**config.mk**
```make
export PLATFORM = sky130hd
export DESIGN_NAME = cpu_sequencer
export DESIGN_NICKNAME = d
export VERILOG_FILES = /design/src/rtl/cpu_sequencer.sv
export SDC_FILE = /design/constraint.sdc
export NUM_CORES = 1
export LEC_CHECK = 0
export ABC_CLOCK_PERIOD_IN_PS = 3600
export BUFFER_PORTS_ARGS = -buffer_cell sky130_fd_sc_hd__buf_2
export CAP_MARGIN = 25
export CORE_MARGIN = 2
export CORE_UTILIZATION = 49
export DETAILED_ROUTE_END_ITERATION = 16
export GPL_TIMING_DRIVEN = 0
export PLACE_DENSITY = 0.82
export SYNTH_ARGS = -nofsm -noshare
export SYNTH_HDL_FRONTEND = slang
export SYNTH_SLANG_ARGS = --single-unit
```
**constraint.sdc**
```tcl
create_clock -name clk -period 3.6 [get_ports clk]
set_clock_uncertainty 0.2 [all_clocks]
set_input_delay 0.36 -clock clk [delete_from_list [all_inputs] [get_ports clk]]
set_output_delay 0.36 -clock clk [all_outputs]
set_load 0.05 [all_outputs]
```
**src/rtl/cpu_sequencer.sv**
```systemverilog
// ---------------------------------------------------------------------------
// cpu_sequencer -- microcode-free control sequencer for a 4-bit accumulator CPU
// FETCH -> DECODE -> EXEC -> WRITE per instruction, plus IDLE/HALT/PAUSE.
// Opcode map: 0000 HLT, 0001 ADD, 0010 SUB, 0011 STO, 0100 LD, 0101 B,
//             0110 BZ, 0111 LDV, 1000 INP, 1001 OUT, 1010 AND, 1011 OR,
//             1100 NOT, 1101-1111 illegal.
// Optional single-step support when CPU_SEQ_STEP_EN is defined
// (adds step_mode/step inputs and the PAUSE state).
// Revision: 1.0
// ---------------------------------------------------------------------------
`default_nettype none

module cpu_sequencer (
  input  logic       clk,
  input  logic       reset,
  input  logic       start,
  input  logic       prog_mode,
`ifdef CPU_SEQ_STEP_EN
  input  logic       step_mode,
  input  logic       step,
`endif
  input  logic [3:0] opcode,
  input  logic       acc_zero,
  output logic       pc_clr,
  output logic       pc_inc,
  output logic       pc_load,
  output logic [1:0] b_sel,
  output logic [3:0] alu_s,
  output logic       alu_m,
  output logic       alu_cn,
  output logic       alureg_we,
  output logic       acc_we,
  output logic       ram_we,
  output logic       out_we,
  output logic       busy,
  output logic       halted,
  output logic       illegal,
  output logic [2:0] state
);

  typedef enum logic [2:0] {
    S_IDLE   = 3'd0,
    S_FETCH  = 3'd1,
    S_DECODE = 3'd2,
    S_EXEC   = 3'd3,
    S_WRITE  = 3'd4,
    S_HALT   = 3'd5,
    S_PAUSE  = 3'd6
  } state_t;

  localparam logic [3:0] OP_HLT = 4'b0000;
  localparam logic [3:0] OP_ADD = 4'b0001;
  localparam logic [3:0] OP_SUB = 4'b0010;
  localparam logic [3:0] OP_STO = 4'b0011;
  localparam logic [3:0] OP_LD  = 4'b0100;
  localparam logic [3:0] OP_B   = 4'b0101;
  localparam logic [3:0] OP_BZ  = 4'b0110;
  localparam logic [3:0] OP_LDV = 4'b0111;
  localparam logic [3:0] OP_INP = 4'b1000;
  localparam logic [3:0] OP_OUT = 4'b1001;
  localparam logic [3:0] OP_AND = 4'b1010;
  localparam logic [3:0] OP_OR  = 4'b1011;
  localparam logic [3:0] OP_NOT = 4'b1100;

  state_t     state_q, state_d;
  logic [3:0] ir;
  logic       acc_op;   // instruction writes the accumulator through alureg

  assign state  = state_q;
  assign busy   = (state_q == S_FETCH) || (state_q == S_DECODE) ||
                  (state_q == S_EXEC)  || (state_q == S_WRITE)  ||
                  (state_q == S_PAUSE);
  assign halted = (state_q == S_HALT);

  assign acc_op = (ir == OP_INP) || (ir == OP_ADD) || (ir == OP_SUB) ||
                  (ir == OP_LD)  || (ir == OP_LDV) || (ir == OP_AND) ||
                  (ir == OP_OR)  || (ir == OP_NOT);

  // State register; reset wins over everything
  always_ff @(posedge clk) begin
    if (reset) state_q <= S_IDLE;
    else       state_q <= state_d;
  end

  // Instruction register captures the opcode during FETCH only
  always_ff @(posedge clk) begin
    if (reset)                                   ir <= OP_HLT;
    else if (state_q == S_FETCH && !prog_mode)   ir <= opcode;
  end

  // Next-state, ALU controls and strobes
  always_comb begin
    state_d   = state_q;
    pc_clr    = 1'b0;
    pc_inc    = 1'b0;
    pc_load   = 1'b0;
    alureg_we = 1'b0;
    acc_we    = 1'b0;
    ram_we    = 1'b0;
    out_we    = 1'b0;
    illegal   = 1'b0;
    alu_s     = 4'b0000;
    alu_m     = 1'b0;
    alu_cn    = 1'b1;
    b_sel     = 2'd0;

    // ALU setup is held steady across the three decode-driven states
    if (state_q == S_DECODE || state_q == S_EXEC || state_q == S_WRITE) begin
      case (ir)
        OP_ADD: begin alu_s = 4'b1001; alu_m = 1'b0; alu_cn = 1'b0; b_sel = 2'd1; end
        OP_SUB: begin alu_s = 4'b0110; alu_m = 1'b0; alu_cn = 1'b1; b_sel = 2'd1; end
        OP_LD:  begin alu_s = 4'b1010; alu_m = 1'b1; alu_cn = 1'b0; b_sel = 2'd1; end
        OP_LDV: begin alu_s = 4'b1010; alu_m = 1'b1; alu_cn = 1'b0; b_sel = 2'd2; end
        OP_INP: begin alu_s = 4'b1010; alu_m = 1'b1; alu_cn = 1'b0; b_sel = 2'd3; end
        OP_AND: begin alu_s = 4'b1110; alu_m = 1'b1; alu_cn = 1'b0; b_sel = 2'd1; end
        OP_OR:  begin alu_s = 4'b1011; alu_m = 1'b1; alu_cn = 1'b0; b_sel = 2'd1; end
        OP_NOT: begin alu_s = 4'b0000; alu_m = 1'b1; alu_cn = 1'b0; b_sel = 2'd0; end
        default: ;  // STO/OUT/branches/illegal keep pass-through A
      endcase
    end

    case (state_q)
      S_IDLE: begin
        if (start) begin
          pc_clr  = 1'b1;
          state_d = S_FETCH;
        end
      end
      S_FETCH:  state_d = S_DECODE;
      S_DECODE: state_d = (ir == OP_HLT) ? S_HALT : S_EXEC;
      S_EXEC: begin
        alureg_we = acc_op;
        state_d   = S_WRITE;
      end
      S_WRITE: begin
        acc_we  = acc_op;
        ram_we  = (ir == OP_STO);
        out_we  = (ir == OP_OUT);
        illegal = (ir >= 4'b1101);
        if ((ir == OP_B) || (ir == OP_BZ && acc_zero)) pc_load = 1'b1;
        else                                           pc_inc  = 1'b1;
`ifdef CPU_SEQ_STEP_EN
        state_d = step_mode ? S_PAUSE : S_FETCH;
`else
        state_d = S_FETCH;
`endif
      end
      S_HALT: begin
        if (start) begin
          pc_clr  = 1'b1;
          state_d = S_FETCH;
        end
      end
`ifdef CPU_SEQ_STEP_EN
      S_PAUSE: begin
        if (step) state_d = S_FETCH;
      end
`endif
      default: state_d = S_IDLE;
    endcase

    // Program-load mode aborts to IDLE; it and reset silence every strobe
    if (prog_mode) state_d = S_IDLE;
    if (reset || prog_mode) begin
      pc_clr    = 1'b0;
      pc_inc    = 1'b0;
      pc_load   = 1'b0;
      alureg_we = 1'b0;
      acc_we    = 1'b0;
      ram_we    = 1'b0;
      out_we    = 1'b0;
      illegal   = 1'b0;
    end
  end

endmodule

`default_nettype wire

```
==> impl_metrics.yaml, run 1 <==
status:
  outcome: "complete, no violations"
power:
  sw_frac_of_total_pct: 28.8
  p_int_uw: 136
  clock_power_share_pct: 36.5
  power_switching_uw: 55.0
  ir_drop_v: 0.000154
  leakage_uw: 0.000406
  power_frac_seq_pct: 42.5
  p_per_area_mw_per_mm2: 218
  p_comb_share_pct: 21.0
floorplan:
  floorplan.initialDensity_pct: 52.8
  coreArea_sq_mm: 0.00130
  rows: 13
  die_w_microns: 41.4
  dieHeight_microns: 41.4
  boundaryPins: 30
  dieArea_sq_mm: 0.00172
critical_path:
  cp_num_buf_inv: 2
  critical_path.top_delay_family: "buffers and inverters"
  cp_common_cell: "buf_2"
  cp_slowest_cell: "a2111oi_1"
  critical_path_class: "flop to output pin"
  slowest_delay_ns: 0.39
  cp-end-kind: "output pin"
  crit_arrival_ns: 1.74
  path_cells: "buf_2 > nand2b_1 > nand2_1 > a2111oi_1 > buf_2"
  crit_fanout: 10
  crit_required_ns: 3.04
  start_kind: "flop"
cells_and_area:
  drive_gt1_share_pct: 31.7
  nets: 136
  final_cell_mix: "buf_2, a21oi_1, nor2_1"
  final_core_util_pct: 67.4
  final_area_sq_um: 877
  fill_cells: 132
  areaGrowthSynthToFinish_pct: 27.7
  instances_no_fill: 141
  final_common_cell: "buf_2"
  diodes: 0
clocking:
  clk_latency_ns: 0.25
  htree_levels: 1
  cts_resized: 0
  cts_tree: "built"
  clockRootBuffer: "clkbuf_4"
  cts_setup_buffers: 0
  cts_hold_buffers: 0
  cts.clk_slew.worst_paths_ns: 0.05
  clk_path_buf_depth: 2
  cts_sinks: 7
  numCtsBuffers: 3
place:
  dp_slack_ns: 1.60
  gp_congestion: 0.927
  hpwl_microns: 1380
  dp_cells: 137
  dpl_cell_area_sq_um: 851
  port-buffer-count: 29
timing:
  tightestPinTransition_ns: 0.480
  rsz0062_at_grt: "no"
  setup_slack_ns: 1.30
  finalSetupViolCount: 0
  slew_headroom_pct: 67.9
  fin_crit_ns: 2.30
  tns_ns: 0
  slew_violations: 0
  hold_violations: 0
  fin_crit_sh_pct: 64.0
  clock.fmax_mhz: 434
logic_synthesis:
  ys_ff_latch: 7
  avgSynthCellArea_sq_um: 7.39
  synthDistinctLibCells: 35
  async_reset_ff_share_pct: 0
  synth_area_sq_um: 687
  synth_ff_type: "dfxtp_1"
  synth_warnings: 0
  synth-seq-area-share_pct: 20.4
  syn-num-nets: 102
  synth-edff-count: 0
  synthCells: 93
routing:
  first_pass_iters: 4
  drt-total-wl_microns: 1820
  vias_per_cell: 5.69
  postRouteAntennaNets: 0
  first_iter_violations: 19
  post_drt_wl_per_cell_microns: 12.9
  drcViolationCount: 0
  vias: 802
global_routing:
  grt.overflow.total: 0
  grt_max_degree: 11
  grt_usage_pct: 21.9
  grt_pass1_wl_microns: 3060
  antenna_found_initial: 0
  grt_pass1_vias: 710
flow_run:
  max_cap_violations: 0
min_path:
  worst_hold_path_type: "input port to flop"
==> path summary, 6_finish.rpt <==
path | startpoint | to | slack, ns | cells past startpoint
setup reg to reg | state[2]$_SDFFE_PN0P_ | ir[0]$_SDFFE_PP0P_ | 2.06 | 4
hold / removal | opcode[2] | ir[2]$_SDFFE_PP0P_ | 0.15 | 3
hold reg to reg | state[2]$_SDFFE_PN0P_ | state[1]$_SDFFE_PN0P_ | 0.43 | 2
setup / recovery | ir[1]$_SDFFE_PP0P_ | alu_m | 1.30 | 5
==> state kept, by name (all words and copies together), names as in the netlist <==
| signal | flops |
|---|---|
| state | 3 |
| ir | 4 |
==> through the flow <==
step                      power, uW  hold WS, ns
after floorplan                 110        0.232
after global placement          121        0.394
after detailed placement        123        0.408
after CTS                       192        0.156
after global routing            199        0.183
final                           191        0.153
==> power by group through the flow <==
stage,logic [uW],registers [uW],clock network (uW)
floorplan,25.4,85.1,0
global placement,38.8,82.6,0
detailed placement,39.8,82.7,0
CTS,40.0,81.1,70.6
global route,43.9,81.3,73.8
finish,40.1,81.2,69.6
==> cell usage after synthesis, types with 2 or more instances <==
library cell,count,area [sq um]
a21oi_1,11,55.1
nor2_1,10,37.5
nand2_1,8,30.0
dfxtp_1,7,140
mux2i_1,5,50.1
buf_2,4,20.0
nand2b_1,4,25.0
nor2b_1,4,25.0
nor3_1,4,20.0
nand3_1,3,15.0
nor4_1,3,18.8
a2111oi_1,2,20.0
buf_6,2,22.5
nor4b_1,2,17.5
o211ai_1,2,15.0
o21ai_0,2,10.0
xnor2_1,2,17.5
==> kinds of logic after synthesis <==
logic type	share of synthesized area [%]
buf+inv	7.28
mux	7.29
simple gates	40.4
compound gates	20.8
xor+xnor	3.83
flops	20.4
==> worst register-to-register path, delay by kind of cell (launching register included) <==
| kind | cells | cell delay, ns |
|---|---|---|
| simple gates | 2 | 0.51 |
| flops | 1 | 0.32 |
| mux | 1 | 0.25 |
| buf+inv | 1 | 0.14 |
==> final cells by class <==
cell class                 count  area, sq um  share of cell area [%]
multi-input combinational     78          497                    56.6
timing repair buffer          29          145                    16.5
sequential                     7          140                    16.0
buffer                         7         46.3                    5.28
clock buffer                   4         26.3                    3.00
tap                           15         18.8                    2.14
inverter                       1         3.75                   0.428
==> routing by layer <==
| layer | up-vias | wire length [microns] | global-route usage, % |
|---|---|---|---|
| met3 | 4 | 92 | 3.04 |
| met4 | 0 | 27 | 13.5 |
| li1 | 404 | - | - |
| met1 | 368 | 840 | 26.5 |
| met2 | 26 | 863 | 36.3 |
| met5 | - | 0 | 0 |
Power figures use the tool's default switching activity.
==> run 2: changes to the inputs <==
==> config.mk (replaced) <==
export PLATFORM = sky130hd
export DESIGN_NAME = cpu_sequencer
export DESIGN_NICKNAME = d
export VERILOG_FILES = /design/src/rtl/cpu_sequencer.sv
export SDC_FILE = /design/constraint.sdc
export NUM_CORES = 1
export LEC_CHECK = 0
export ABC_AREA = 1
export ABC_CLOCK_PERIOD_IN_PS = 2060
export BUFFER_PORTS_ARGS = -buffer_cell sky130_fd_sc_hd__buf_2
export CAP_MARGIN = 25
export CORE_MARGIN = 2
export CORE_UTILIZATION = 41
export DETAILED_ROUTE_END_ITERATION = 16
export GPL_TIMING_DRIVEN = 0
export PLACE_DENSITY = 0.74
export SYNTH_ARGS = -nofsm -noshare
export SYNTH_HDL_FRONTEND = slang
export SYNTH_SLANG_ARGS = --single-unit
==> constraint.sdc (replaced) <==
create_clock -name clk -period 2.06 [get_ports clk]
set_clock_uncertainty 0.2 [all_clocks]
set_input_delay 0.206 -clock clk [delete_from_list [all_inputs] [get_ports clk]]
set_output_delay 0.206 -clock clk [all_outputs]
set_load 0.05 [all_outputs]
==> impl_metrics.yaml, run 2 <==
logic_synthesis:
  synth_top_area_share_pct: 20.8
  synth_area_sq_um: 674
  synth-seq-area-share_pct: 20.8
  avgSynthCellArea_sq_um: 5.62
  synth_warnings: 0
  syn-num-nets: 129
  synth_area_leaders: "dfxtp_1, nand2_1, nor2_1, inv_1, nand2_2"
  synthDistinctLibCells: 20
  async_reset_ff_share_pct: 0
  synth_top_area_cell: "dfxtp_1"
  synth-edff-count: 0
  ys_ff_latch: 7
  synthCells: 120
  synth_ff_type: "dfxtp_1"
  synth_most_common_cell: "nand2_1"
  synthTopCellsByCount: "nand2_1, nor2_1, inv_1"
routing:
  postRouteAntennaNets: 0
  drcViolationCount: 0
  first_iter_violations: 18
  first_pass_iters: 4
  vias_per_cell: 4.97
  vias: 850
  post_drt_wl_per_cell_microns: 9.91
  drt-total-wl_microns: 1700
floorplan:
  die_w_microns: 44.6
  floorplan.initialDensity_pct: 44.3
  coreArea_sq_mm: 0.00152
  dieHeight_microns: 44.6
  boundaryPins: 30
  rows: 14
  dieArea_sq_mm: 0.00199
clocking:
  cts.clk_slew.worst_paths_ns: 0.05
  htree_levels: 1
  cts_sinks: 7
  cts_setup_buffers: 0
  clk_path_buf_depth: 2
  numCtsBuffers: 3
  clockRootBuffer: "clkbuf_4"
  cts_tree: "built"
  clk_latency_ns: 0.24
cells_and_area:
  nets: 165
  final_cell_mix: "nand2_1, buf_2, nor2_1"
  areaGrowthSynthToFinish_pct: 45.1
  fill_cells: 155
  diodes: 0
  largest_register_ffs: 4
  final_common_cell: "nand2_1"
  top_register: "ir"
  final_core_util_pct: 64.2
  drive_gt1_share_pct: 40.6
flow_run:
  max_cap_violations: 0
place:
  dp_slack_ns: 0.270
  gp_congestion: 0.858
  port-buffer-count: 29
  hpwl_microns: 1380
critical_path:
  crit_required_ns: 1.65
  start_kind: "flop"
  crit_arrival_ns: 1.54
  critical_path_class: "flop to output pin"
  reg2reg_setup_slack_ns: 0.81
  crit_fanout: 6
  cp-end-kind: "output pin"
global_routing:
  use_met1_pct: 23.5
  busiest_layer: "met2"
  use_met3_pct: 1.63
  grt.overflow.total: 0
  antenna_found_initial: 0
  grt_pass1_wl_microns: 2890
  grt_max_degree: 9
  grt_pass1_vias: 712
  gr-usage-met2_pct: 33.6
  grt_usage_pct: 19.4
timing:
  slew_headroom_pct: 77.6
  fin_crit_sh_pct: 94.5
  slew_violations: 0
  rsz0062_at_grt: "yes"
  hold_ws_ns: 0.00133
  finalSetupViolCount: 0
  hold_violations: 0
  tightestPinTransition_ns: 0.334
  fin_crit_ns: 1.95
  setup_slack_ns: 0.113
  clock.fmax_mhz: 514
status:
  outcome: "complete, no violations"
power:
  leakage_uw: 0.000574
  ir_drop_v: 0.000416
  p_per_area_mw_per_mm2: 371
min_path:
  worst_hold_path_type: "input port to flop"
run 2: cell count changes after synthesis, sizes merged, moves of 5 or more:
cell   delta
buf       -6
mux2i     -5
nand2    +22
inv      +20
o21ai     +6
nor2     +18
a21oi     -6
run 2: cell type report:
type | instances | area (sq um) | area share [%]
Clock buffer | 4 | 26.3 | 2.69
Inverter | 23 | 87.6 | 8.95
Multi-Input combinational cell | 90 | 519 | 53.1
Sequential cell | 7 | 145 | 14.8
Tap cell | 16 | 20.0 | 2.05
Timing Repair Buffer | 31 | 180 | 18.4
run 2: worst max-delay path, stage by stage (launching register included):
cell     delay, ns
dfxtp_1       0.36
nor2_2        0.26
nand3_1       0.17
nand3_1       0.14
nor2_2        0.05
nor2_2        0.06
buf_2         0.26
run 2: cells by family (layout without fill, tap and decap cells):
| family | Yosys count | in the layout | synth area share [%] |
|---|---|---|---|
| compound gates | 15 | 15 | 11.3 |
| buf+inv | 23 | 58 | 13.0 |
| flops | 7 | 7 | 20.8 |
| simple gates | 75 | 75 | 54.9 |
run 2: layer usage:
layer  up-vias  share of wire [%]
met5         -                  0
met3         6                4.2
met1       370                 43
met4         0                2.3
met2        24                 50
li1        450                  -
run 2: report_power, final:
group | switching [uW] | leakage, uW | internal (uW) | total, uW
Clock | 45.4 | 0.0000150 | 73.6 | 119
Combinational | 63.4 | 0.000501 | 31.6 | 95.0
Sequential | 8.71 | 0.0000587 | 141 | 149
run 2: worst paths after layout:
check	end	depth (start not counted)	start
max	acc_we	6	ir[0]$_SDFFE_PP0P_
min	ir[0]$_SDFFE_PP0P_	3	opcode[0]
max reg2reg	ir[2]$_SDFFE_PP0P_	5	state[0]$_SDFFE_PN0P_
min reg2reg	ir[2]$_SDFFE_PP0P_	2	ir[2]$_SDFFE_PP0P_
run 2: per-stage QoR:
step / area (sq um) / TNS, ns / std cells / total power (uW)
6_report: 978 / 0 / 171 / 363
4_1_cts: 948 / 0 / 171 / 366
5_1_grt: 978 / -0.0209 / 171 / 389
2_1_floorplan: 734 / -0.139 / 120 / 220
3_3_place_gp: 900 / 0 / 165 / 241
3_5_place_dp: 900 / 0 / 165 / 242
run 2: repair_timing:
| item | CTS | global route |
|---|---|---|
| gates cloned | 0 | 0 |
| hold endpoints to repair | 2 | 0 |
| hold buffers | 2 | 0 |
| endpoints found under the setup margin | 1 | 13 |
| gates resized for setup | 1 | 10 |
==> run 3: changes to the inputs <==
--- a/config.mk
+++ b/config.mk
@@ -12,8 +12,11 @@
 export CORE_MARGIN = 2
 export CORE_UTILIZATION = 41
 export DETAILED_ROUTE_END_ITERATION = 16
+export GPL_ROUTABILITY_DRIVEN = 0
 export GPL_TIMING_DRIVEN = 0
 export PLACE_DENSITY = 0.74
+export RECOVER_POWER = 50
+export SKIP_CTS_REPAIR_TIMING = 1
 export SYNTH_ARGS = -nofsm -noshare
 export SYNTH_HDL_FRONTEND = slang
 export SYNTH_SLANG_ARGS = --single-unit
==> impl_metrics.yaml, run 3 (synthesis gave the netlist of run 2 again) <==
critical_path:
  cp-end-kind: "output pin"
  critical_path.top_delay_family: "simple AND/OR/NAND/NOR gates"
  reg2reg_setup_slack_ns: 0.60
  slowest_delay_ns: 0.36
  critical_path_class: "flop to output pin"
  start_kind: "flop"
  r2r_end: "ir[0]$_SDFFE_PP0P_"
  reg2reg_depth: 5
  cp_slowest_cell: "dfxtp_1"
  critical_path_depth: 6
  cp_num_buf_inv: 1
  path_cells: "nor2_2 > nand3_1 > nand3_1 > nor2_2 > nor2_2 > buf_2"
  crit_arrival_ns: 1.54
  crit_required_ns: 1.65
  crit_fanout: 6
  r2r_start: "state[0]$_SDFFE_PN0P_"
  cp_common_cell: "nor2_2"
timing:
  hold_ws_ns: -0.00959
  tns_ns: 0
  fin_crit_sh_pct: 94.5
  slew_violations: 0
  finalSetupViolCount: 0
  clock.fmax_mhz: 514
  hold_violations: 2
  slew_headroom_pct: 59.5
  rsz0062_at_grt: "yes"
  fin_crit_ns: 1.95
  tightestPinTransition_ns: 0.610
routing:
  drt-total-wl_microns: 1650
  first_pass_iters: 4
  vias_per_cell: 4.99
  post_drt_wl_per_cell_microns: 9.75
  drcViolationCount: 0
  first_iter_violations: 20
  postRouteAntennaNets: 0
  vias: 843
clocking:
  numCtsBuffers: 3
  clk_path_buf_depth: 2
  htree_levels: 1
  cts_tree: "built"
  clockRootBuffer: "clkbuf_4"
  clk_latency_ns: 0.24
  cts.clk_slew.worst_paths_ns: 0.05
  cts_sinks: 7
place:
  hpwl_microns: 1380
  port-buffer-count: 29
  dp_cells: 165
power:
  leakage_uw: 0.000546
  p_per_area_mw_per_mm2: 379
  ir_drop_v: 0.000414
cells_and_area:
  largest_register_ffs: 4
  top_register: "ir"
  nets: 163
  fill_cells: 161
  final_common_cell: "nand2_1"
  drive_gt1_share_pct: 37.3
  areaGrowthSynthToFinish_pct: 39.9
  instances_no_fill: 169
  regArea_sq_um: 146
  diodes: 0
  multiInputGateArea_sq_um: 512
  final_cell_mix: "nand2_1, nor2_1, buf_2"
floorplan:
  boundaryPins: 30
  dieHeight_microns: 44.6
  floorplan.initialDensity_pct: 44.3
  die_w_microns: 44.6
  rows: 14
  dieArea_sq_mm: 0.00199
  coreArea_sq_mm: 0.00152
global_routing:
  grt_max_degree: 9
  grt_usage_pct: 18.8
  grt_pass1_wl_microns: 2790
  grt.overflow.total: 0
  antenna_found_initial: 0
  grt_pass1_vias: 680
min_path:
  hold_path_end: "ir[3]$_SDFFE_PP0P_"
  min-delay-start: "opcode[3]"
  whs_path_depth: 3
  worst_hold_path_type: "input port to flop"
status:
  violations: "negative hold slack"
  outcome: "finished with violations"
flow_run:
  max_cap_violations: 0
-- run 3: changes by cell type in the layout (fill, tap and decap cells not counted) --
| cell | change |
|---|---|
| clkbuf_1 | +5 |
| buf_2 | -4 |
| nor2_1 | +1 |
| o21ai_1 | -2 |
| dfxtp_1 | -1 |
| inv_1 | +1 |
| o21ai_0 | +2 |
| clkbuf_4 | -1 |
| inv_2 | -1 |
| nor2_4 | -1 |
| dlygate4sd3_1 | -2 |
| dfxtp_2 | +1 |
-- run 3: cell type report --
class | instances | share of cell area [%]
Clock buffer | 4 | 2.79
Multi-Input combinational cell | 90 | 54.2
Tap cell | 16 | 2.12
Sequential cell | 7 | 15.5
Inverter | 23 | 9.28
Timing Repair Buffer | 29 | 16.0
-- run 3: per-layer routing --
| layer | vias to the layer above | routed length (microns) | global-route usage [%] |
|---|---|---|---|
| li1 | 447 | - | - |
| met1 | 364 | 709 | 23.5 |
| met2 | 26 | 811 | 31.3 |
| met3 | 6 | 86 | 1.63 |
| met4 | 0 | 39 | 10.3 |
| met5 | - | 0 | 0 |
-- run 3: power by group --
group,switching (uW),internal [uW],leakage [uW]
sequential,8.42,141,0.0000592
combinational,61.9,27.7,0.000472
clock,45.3,73.6,0.0000150
total,116,242,0.000546
-- run 3: worst max path at each step --
stage                           from  endpoint  slack (ns)
2_1_floorplan  state[1]$_SDFFE_PN0P_    pc_clr       -0.13
3_3_place_gp   state[1]$_SDFFE_PN0P_   illegal        0.30
3_5_place_dp   state[1]$_SDFFE_PN0P_   illegal        0.27
4_1_cts        state[1]$_SDFFE_PN0P_   illegal     -0.0005
5_1_grt           ir[1]$_SDFFE_PP0P_  b_sel[0]       -0.01
6_report          ir[0]$_SDFFE_PP0P_    acc_we        0.11
-- run 3: through the flow --
stage          utilization, %  instance area (sq um)  setup slack (ns)  total power, uW
2_1_floorplan               -                    734            -0.134              220
3_3_place_gp             59.0                    900             0.302              241
3_5_place_dp             59.0                    900             0.270              242
4_1_cts                  60.8                    926         -0.000541              363
5_1_grt                  61.9                    943          -0.00955              384
6_report                 61.9                    943             0.114              358
-- run 3: tightest hold or removal path, cell delays in order --
cell	delay, ns
buf_2	0.07
o21ai_1	0.06
nor2_1	0.07
